--- config.mk ---
export PLATFORM = sky130hd
export DESIGN_NAME = memory_unit
export DESIGN_NICKNAME = d
export VERILOG_FILES = /design/src/rtl/memory_unit.sv
export SDC_FILE = /design/constraint.sdc
export NUM_CORES = 2
export LEC_CHECK = 0
export CELL_PAD_IN_SITES_DETAIL_PLACEMENT = 0
export CELL_PAD_IN_SITES_GLOBAL_PLACEMENT = 1
export CORE_MARGIN = 2
export CORE_UTILIZATION = 55
export DETAILED_ROUTE_END_ITERATION = 8
export GPL_ROUTABILITY_DRIVEN = 0
export PLACE_DENSITY_LB_ADDON = 0.1
export SYNTH_ARGS = -nofsm -noshare
export SYNTH_HDL_FRONTEND = slang
export SYNTH_SLANG_ARGS = --single-unit
--- constraint.sdc ---
create_clock -name clock -period 7.1 [get_ports clock]
set_clock_uncertainty 0.05 [all_clocks]
set_input_delay 1.42 -clock clock [delete_from_list [all_inputs] [get_ports clock]]
set_output_delay 1.42 -clock clock [all_outputs]
set_load 0.03 [all_outputs]
--- src/rtl/memory_unit.sv ---
// memory_unit: word-addressed memory with a program loader front end.
// After reset the whole array is zeroed (CLEAR), then the unit waits (IDLE)
// for a loader burst (LOAD), pulses execute and hands the array to the CPU
// port (RUN) until the CPU reports halted.
module memory_unit #(
    parameter int WORD_SIZE     = 16,
    parameter int MEM_ADDR_SIZE = 8,
    parameter int MEM_DEPTH     = 256
) (
    input  logic                     clock,
    input  logic                     reset,
    input  logic [MEM_ADDR_SIZE-1:0] mem_address,
    input  logic                     mem_read,
    input  logic                     mem_write,
    input  logic [WORD_SIZE-1:0]     mem_write_data,
    output logic [WORD_SIZE-1:0]     mem_read_data,
    input  logic                     load_start,
    input  logic                     load_valid,
    input  logic [WORD_SIZE-1:0]     load_data,
    input  logic                     load_last,
    output logic                     load_ready,
    input  logic                     halted,
    output logic                     execute,
    output logic                     busy,
    output logic [1:0]               state
);

    typedef enum logic [1:0] {
        ST_CLEAR = 2'd0,
        ST_IDLE  = 2'd1,
        ST_LOAD  = 2'd2,
        ST_RUN   = 2'd3
    } state_t;

    // Index width of the implemented array; the address port may be wider.
    localparam int IDX_W = (MEM_DEPTH > 1) ? $clog2(MEM_DEPTH) : 1;
    localparam logic [MEM_ADDR_SIZE-1:0] LAST_ADDR  = MEM_ADDR_SIZE'(MEM_DEPTH - 1);
    localparam logic [MEM_ADDR_SIZE:0]   ADDR_LIMIT = (MEM_ADDR_SIZE + 1)'(MEM_DEPTH);

    state_t                   state_reg, state_next;
    logic [MEM_ADDR_SIZE-1:0] clear_cnt_reg, clear_cnt_next;
    logic [MEM_ADDR_SIZE-1:0] load_ptr_reg, load_ptr_next;
    logic                     execute_reg;

    logic [WORD_SIZE-1:0]     mem [0:MEM_DEPTH-1];

    logic                     wr_en;
    logic [MEM_ADDR_SIZE-1:0] wr_addr;
    logic [WORD_SIZE-1:0]     wr_data;
    logic                     cpu_in_range;

    // Addresses at or beyond MEM_DEPTH are not backed by storage.
    assign cpu_in_range = ({1'b0, mem_address} < ADDR_LIMIT);

    // Next-state logic and the single write port shared by clear, loader and CPU.
    always_comb begin
        state_next     = state_reg;
        clear_cnt_next = clear_cnt_reg;
        load_ptr_next  = load_ptr_reg;
        wr_en          = 1'b0;
        wr_addr        = '0;
        wr_data        = '0;
        case (state_reg)
            ST_CLEAR: begin
                wr_en   = 1'b1;
                wr_addr = clear_cnt_reg;
                if (clear_cnt_reg == LAST_ADDR) begin
                    clear_cnt_next = '0;
                    state_next     = ST_IDLE;
                end else begin
                    clear_cnt_next = clear_cnt_reg + 1'b1;
                end
            end
            ST_IDLE: begin
                if (load_start) begin
                    load_ptr_next = '0;
                    state_next    = ST_LOAD;
                end
            end
            ST_LOAD: begin
                if (load_valid) begin
                    wr_en   = 1'b1;
                    wr_addr = load_ptr_reg;
                    wr_data = load_data;
                    // A full array ends the load even without load_last, so the
                    // pointer never wraps onto already-loaded words.
                    if (load_last || (load_ptr_reg == LAST_ADDR)) begin
                        state_next = ST_RUN;
                    end else begin
                        load_ptr_next = load_ptr_reg + 1'b1;
                    end
                end
            end
            ST_RUN: begin
                if (mem_write && cpu_in_range) begin
                    wr_en   = 1'b1;
                    wr_addr = mem_address;
                    wr_data = mem_write_data;
                end
                if (halted) begin
                    state_next = ST_IDLE;
                end
            end
            default: state_next = ST_CLEAR;
        endcase
    end

    // State, counters and the one-cycle execute pulse on entry to RUN.
    always_ff @(posedge clock) begin
        if (reset) begin
            state_reg     <= ST_CLEAR;
            clear_cnt_reg <= '0;
            load_ptr_reg  <= '0;
            execute_reg   <= 1'b0;
        end else begin
            state_reg     <= state_next;
            clear_cnt_reg <= clear_cnt_next;
            load_ptr_reg  <= load_ptr_next;
            execute_reg   <= (state_next == ST_RUN) && (state_reg != ST_RUN);
        end
    end

    // Storage write; nothing is written while reset is held.
    always_ff @(posedge clock) begin
        if (wr_en && !reset) begin
            mem[wr_addr[IDX_W-1:0]] <= wr_data;
        end
    end

    // Outputs are forced to their reset values in the reset cycle itself.
    assign state         = state_reg;
    assign load_ready    = (state_reg == ST_LOAD) && !reset;
    assign busy          = reset || (state_reg == ST_CLEAR) || (state_reg == ST_LOAD);
    assign execute       = execute_reg && !reset;
    // Asynchronous read: a same-cycle write is not visible until the next cycle.
    assign mem_read_data = (!reset && (state_reg == ST_RUN) && mem_read && cpu_in_range)
                           ? mem[mem_address[IDX_W-1:0]] : '0;

endmodule

### Word-level counts from Yosys, hierarchy flattened

Memories as Yosys holds them, arrays and structs flattened.
Index checks and enable logic that the tools add are counted.

* register bits after elaboration: 19
* RAM bits: 4096
* input port bits: 48
* output and inout port bits: 21
* logic and storage cells: 53
* memories kept: 1

* add/sub/neg operators: 2
* eq/ne operators: 10
* muxes and demuxes: 23
* reductions and logical operators: 13

Memory list
* mem: words 256, width 16, rd ports 1, clocked after memory_dff 0, wr ports 1, line 45 `logic [WORD_SIZE-1:0] mem [0:MEM_DEPTH-1];`

Operators by type and width (number)
* 16-bit 2-to-1 mux: 3
* 8-bit 2-to-1 mux: 6
* 16-bit one-hot mux with 2 select lines: 1
* 8-bit one-hot mux with 3 select lines: 1
* 8-bit by 1-bit adder with 8-bit output (second input constant): 2
* 8-bit equality test (second input constant): 2
* 8-bit one-hot mux with 2 select lines: 1
* 2-bit 2-to-1 mux: 5
* 2-bit inequality test (second input constant): 4
* 2-bit one-hot mux with 4 select lines: 1
* 2-bit equality test (second input constant): 3
* 1-bit logical AND: 6
* 1-bit 2-to-1 mux: 4
* 4-bit AND reduction: 1
* 1-bit logical OR: 3
* 1-bit one-hot mux with 3 select lines: 1
* 2-bit by 1-bit equality test with 1-bit output (second input constant): 1
* 2-bit logical NOT: 1
* 2-bit nonzero test: 1
* 1-bit logical NOT: 1

### Logic depth before layout (Yosys ltp)

* word-level depth: 7
* depth in mapped cells: 13
* mapped depth without buffers: 7

### Worst setup path before layout

Ideal clock, no wire load.

* kind: input to register
* start point: in mem_write
* end point: mem mem[0][10] (data pin)
* data arrival time: 5.566 ns
* required time: 6.185 ns
* slack: 0.620 ns
* cell stages on the path: 5
* path buffers: 3
* cell sequence: and3_1 clkbuf_1 buf_2 clkbuf_1 a22o_1

* word-level cells in the longest chain between the ends: 2

Ends and longest elaborated chain
* start, declared: line 14 `input logic mem_write,`
* 16-bit 2-to-1 mux: line 95 `if (mem_write && cpu_in_range) begin`
* 16-bit one-hot mux with 2 select lines: line 63 `case (state_reg)`
* via wr_data[10]: line 49 `logic [WORD_SIZE-1:0] wr_data;`
* end, declared: line 45

The timed path passes the listed nets, and every way through them passes these cells.

### Worst setup path in the final report

* start point: in mem_address[5]
* end point: out mem_read_data[9]

* word-level cells in the longest chain between the ends: 2

Ends and longest elaborated chain
* start, declared: line 12 `input logic [MEM_ADDR_SIZE-1:0] mem_address,`
* memory read 256 x 16 bit
* 16-bit 2-to-1 mux: line 137 `? mem[mem_address[IDX_W-1:0]] : '0;`
* end, declared: line 16 `output logic [WORD_SIZE-1:0] mem_read_data,`

No other way between the ends.

==> impl_results.md <==
- Area added between synthesis and finish: 13.6%
- Largest net degree at the start of global routing: 169
- Combinational share of power: 3.3%
- CP dominant cell by count: buf_4
- Slowest-stage cell, CP: clkdlybuf4s50_1
- Synth area leaders: edfxtp_1 77%, mux4_2 12%, mux2i_1 3.6%
- Sequential Power Share: 53.2%
- Port Buffers: 68
- Max cap viols: 0
- Met1 Use GR: 42.1%
- Post-synth top flop: edfxtp_1
- Buffers & Inverters on Critical Path: 5
- Met2 Usage GRT: 45.7%
- Syn Area/Cell: 21.6 um2
- Synth async-reset ratio: 0%
- CP Class: in -> out
- Cell Area, Synth: 159000 um2
- Max FFs per register: 4096
- Endpoint class of the critical path: output port
- Netlist cell types: 56
- Status: completed
- Final min period: 6950 ps
- Clock tree from TritonCTS: built
- Arrival time at the worst endpoint: 5480 ps
- RSZ-0062 raised after global routing: no
- Final Total Pwr: 49500 uW
- Clock-pin slew on the worst setup and hold paths: ~60 ps
- Clk_lat worst skew: 950 ps
- Multi-input gate area: 33300 um2
- Vias: about 80000
- P per Cell Area: 274 nW/um2
- Core Region: 288000 um2
- Final Hold Fails: 0
- Finished Layout Cells: around 12000
- Hold Crit Class: reg -> reg
- Clock power share: 43.5%
- DRC: 0
- CTS root buf: clkbuf_16
- Fin crit share: 97.9%
- Number of global-route vias before repair: 79000
- Most common cell after layout, fill and taps aside: edfxtp_1
- Crit-path cells: clkdlybuf4s50_1 > buf_4 > nor3_2 > nand2_1 > buf_4 > o221ai_1 > a211oi_1 > nand4_1 > o22ai_2 > buf_4 > buf_12
- GRT overflow: 0
- Die height: 542 um
- Post-Route WL: 425000 um
- Hold Crit Start: load_ptr_reg[1]
- Gr usage total: 29.0%
- Crit-path max cell delay: 830 ps
- Clk buf depth: 4
- Initial antenna violation count: 10
- Internal power: 39400 uW
- Crit Path Max Fanout: 9
- Post-DP HPWL: 256000 um
- Post-synth EDFFs: 4096
- Register area: ~120000 um2
- Flop and latch count out of synthesis: 4115
- CP startpoint kind: input pin
- Worst-margin pin slew: roughly 1300 ps
- # nets final: 8056
- Syn nets: approximately 7400
- Ys Warns: 0
- TritonCTS buffer count: slightly above 400
- Rows: 197
- Sw Share: just over 20%
- Slew headroom: about an eighth
- Fillers: 19600
- Final setup violation count: 0
- Routed WL per cell: 35.0 um
- DR vias/cell: 6.59
- H-Tree Depth: 5
- Critical R2R Launch: state[0]
- Clock Sinks: 4115
- CP required: 5630 ps
- Max Slew Vio Count: 0
- Top Usage Layer GRT: met2
- Starting density of the core: 55.3%
- CP startpoint: mem_address[5]
- Global-route wire length before repair: 600000 um
- Commonest cells after routing, fill and taps aside: 4096 x edfxtp_1, 832 x mux4_2, 565 x mux2i_1, 519 x buf_4, 423 x clkbuf_16
- Post-CTS setup buffers: 0
- Post-Synthesis Cells: 7387
- Largest area contributor in the netlist: edfxtp_1
- Post-synth top area share: between 70% and 80%
- Number of DRC markers in iteration 0: 10300
- WHS: ~450 ps
- Final antenna-violating net count: 0
- Placed cells: 11400
- Fmax achieved: 144 MHz
- Maximum vdd drop: 0.240 mV
- Top delay family on crit path: buffers and inverters
- Sequential share of the synthesized area: 77.5%
- Number of top-level pins: 69
- GR Layer Usage met3: 4.85%
- Die area: 294000 um2
- Leakage: approximately 0.066 uW
- Layout cells sized above 1: 25.1%
- Setup_tns: 0 ps
- DRT Pass-1 Iters: 7
- Chip width: 542 um
- Sw Pwr: around 10000 uW
-- cells in the mapped netlist, drive strengths merged (7+ instances only) --
cell type  number
a211oi         36
a21oi         124
a221oi         19
a222oi          7
a22o           17
a22oi          35
a32oi          16
and2           23
buf           254
clkbuf        195
dfxtp          19
edfxtp       4096
mux2           19
mux2i         565
mux4          832
nand2         100
nand3          29
nand4          34
nor2          326
nor2b          25
nor3           21
o21ai          93
o221ai        263
o22ai         152
or3            23
-- final cells by class --
class                   count  share of cell area [%]
diodes                      7                 0.00969
clock buffers             509                    6.03
clock inverters           242                    1.32
inverters                   6                  0.0194
multi-input cells        2817                    18.4
flip-flops and latches   4115                    68.2
well taps                3781                    2.62
repair buffers            653                    3.36
-- metrics by stage --
| stage | util, % | instance area, um2 | setup slack (ps) |
|---|---|---|---|
| floorplan | - | 159000 | 620 |
| CTS | 62.8 | 181000 | 60.5 |
| global placement | 58.2 | 167000 | -260 |
| global route | 62.8 | 181000 | 20.4 |
| finish | 62.8 | 181000 | 151 |
| detailed placement | 58.2 | 167000 | -112 |
-- routing by layer --
| layer | share of wire, % | routed length [um] |
|---|---|---|
| met1 | 40 | 170000 |
| met2 | 48 | 203000 |
| met3 | 9.0 | 38100 |
| met4 | 3.3 | 14000 |
| met5 | 0.0061 | 26 |
-- worst min-delay path: cells and delay by family (launching register included) --
family	cells	cell delay (ps)
and+or+nand+nor	1	70
AOI/OAI and AO/OA	1	50
DFF	1	340
-- final timing paths --
kind	to	slack (ps)	depth (start not counted)
min	load_ptr_reg[1]	450	2
min reg2reg	load_ptr_reg[1]	450	2
max	mem_read_data[9]	150	11
max reg2reg	mem[80][5]	2200	7
-- logic make-up after synthesis --
kind of cell,count (synthesis),share of synthesized area (%)
fa+ha+maj,2,0.0157
mux,1416,15.5
simple gates,612,1.71
flops,4115,77.5
buf+inv,455,1.78
compound gates,777,3.48
xor+xnor,10,0.0550
-- timing repair --
action                     in CTS  in global routing
cloned                          0                  0
resized for setup               1                  1
setup endpoints to repair       1                  1
hold buffers                    0                  0
-- power groups by stage --
stage | clock [uW] | sequential, uW | combinational (uW)
after floorplan | 0 | 26800 | 1040
after global placement | 0 | 26800 | 1620
after detailed placement | 0 | 26800 | 1620
after CTS | 21800 | 26300 | 1620
after global routing | 22700 | 26300 | 1690
final | 21500 | 26300 | 1620
Note: power is estimated with default switching activity, not from simulation.
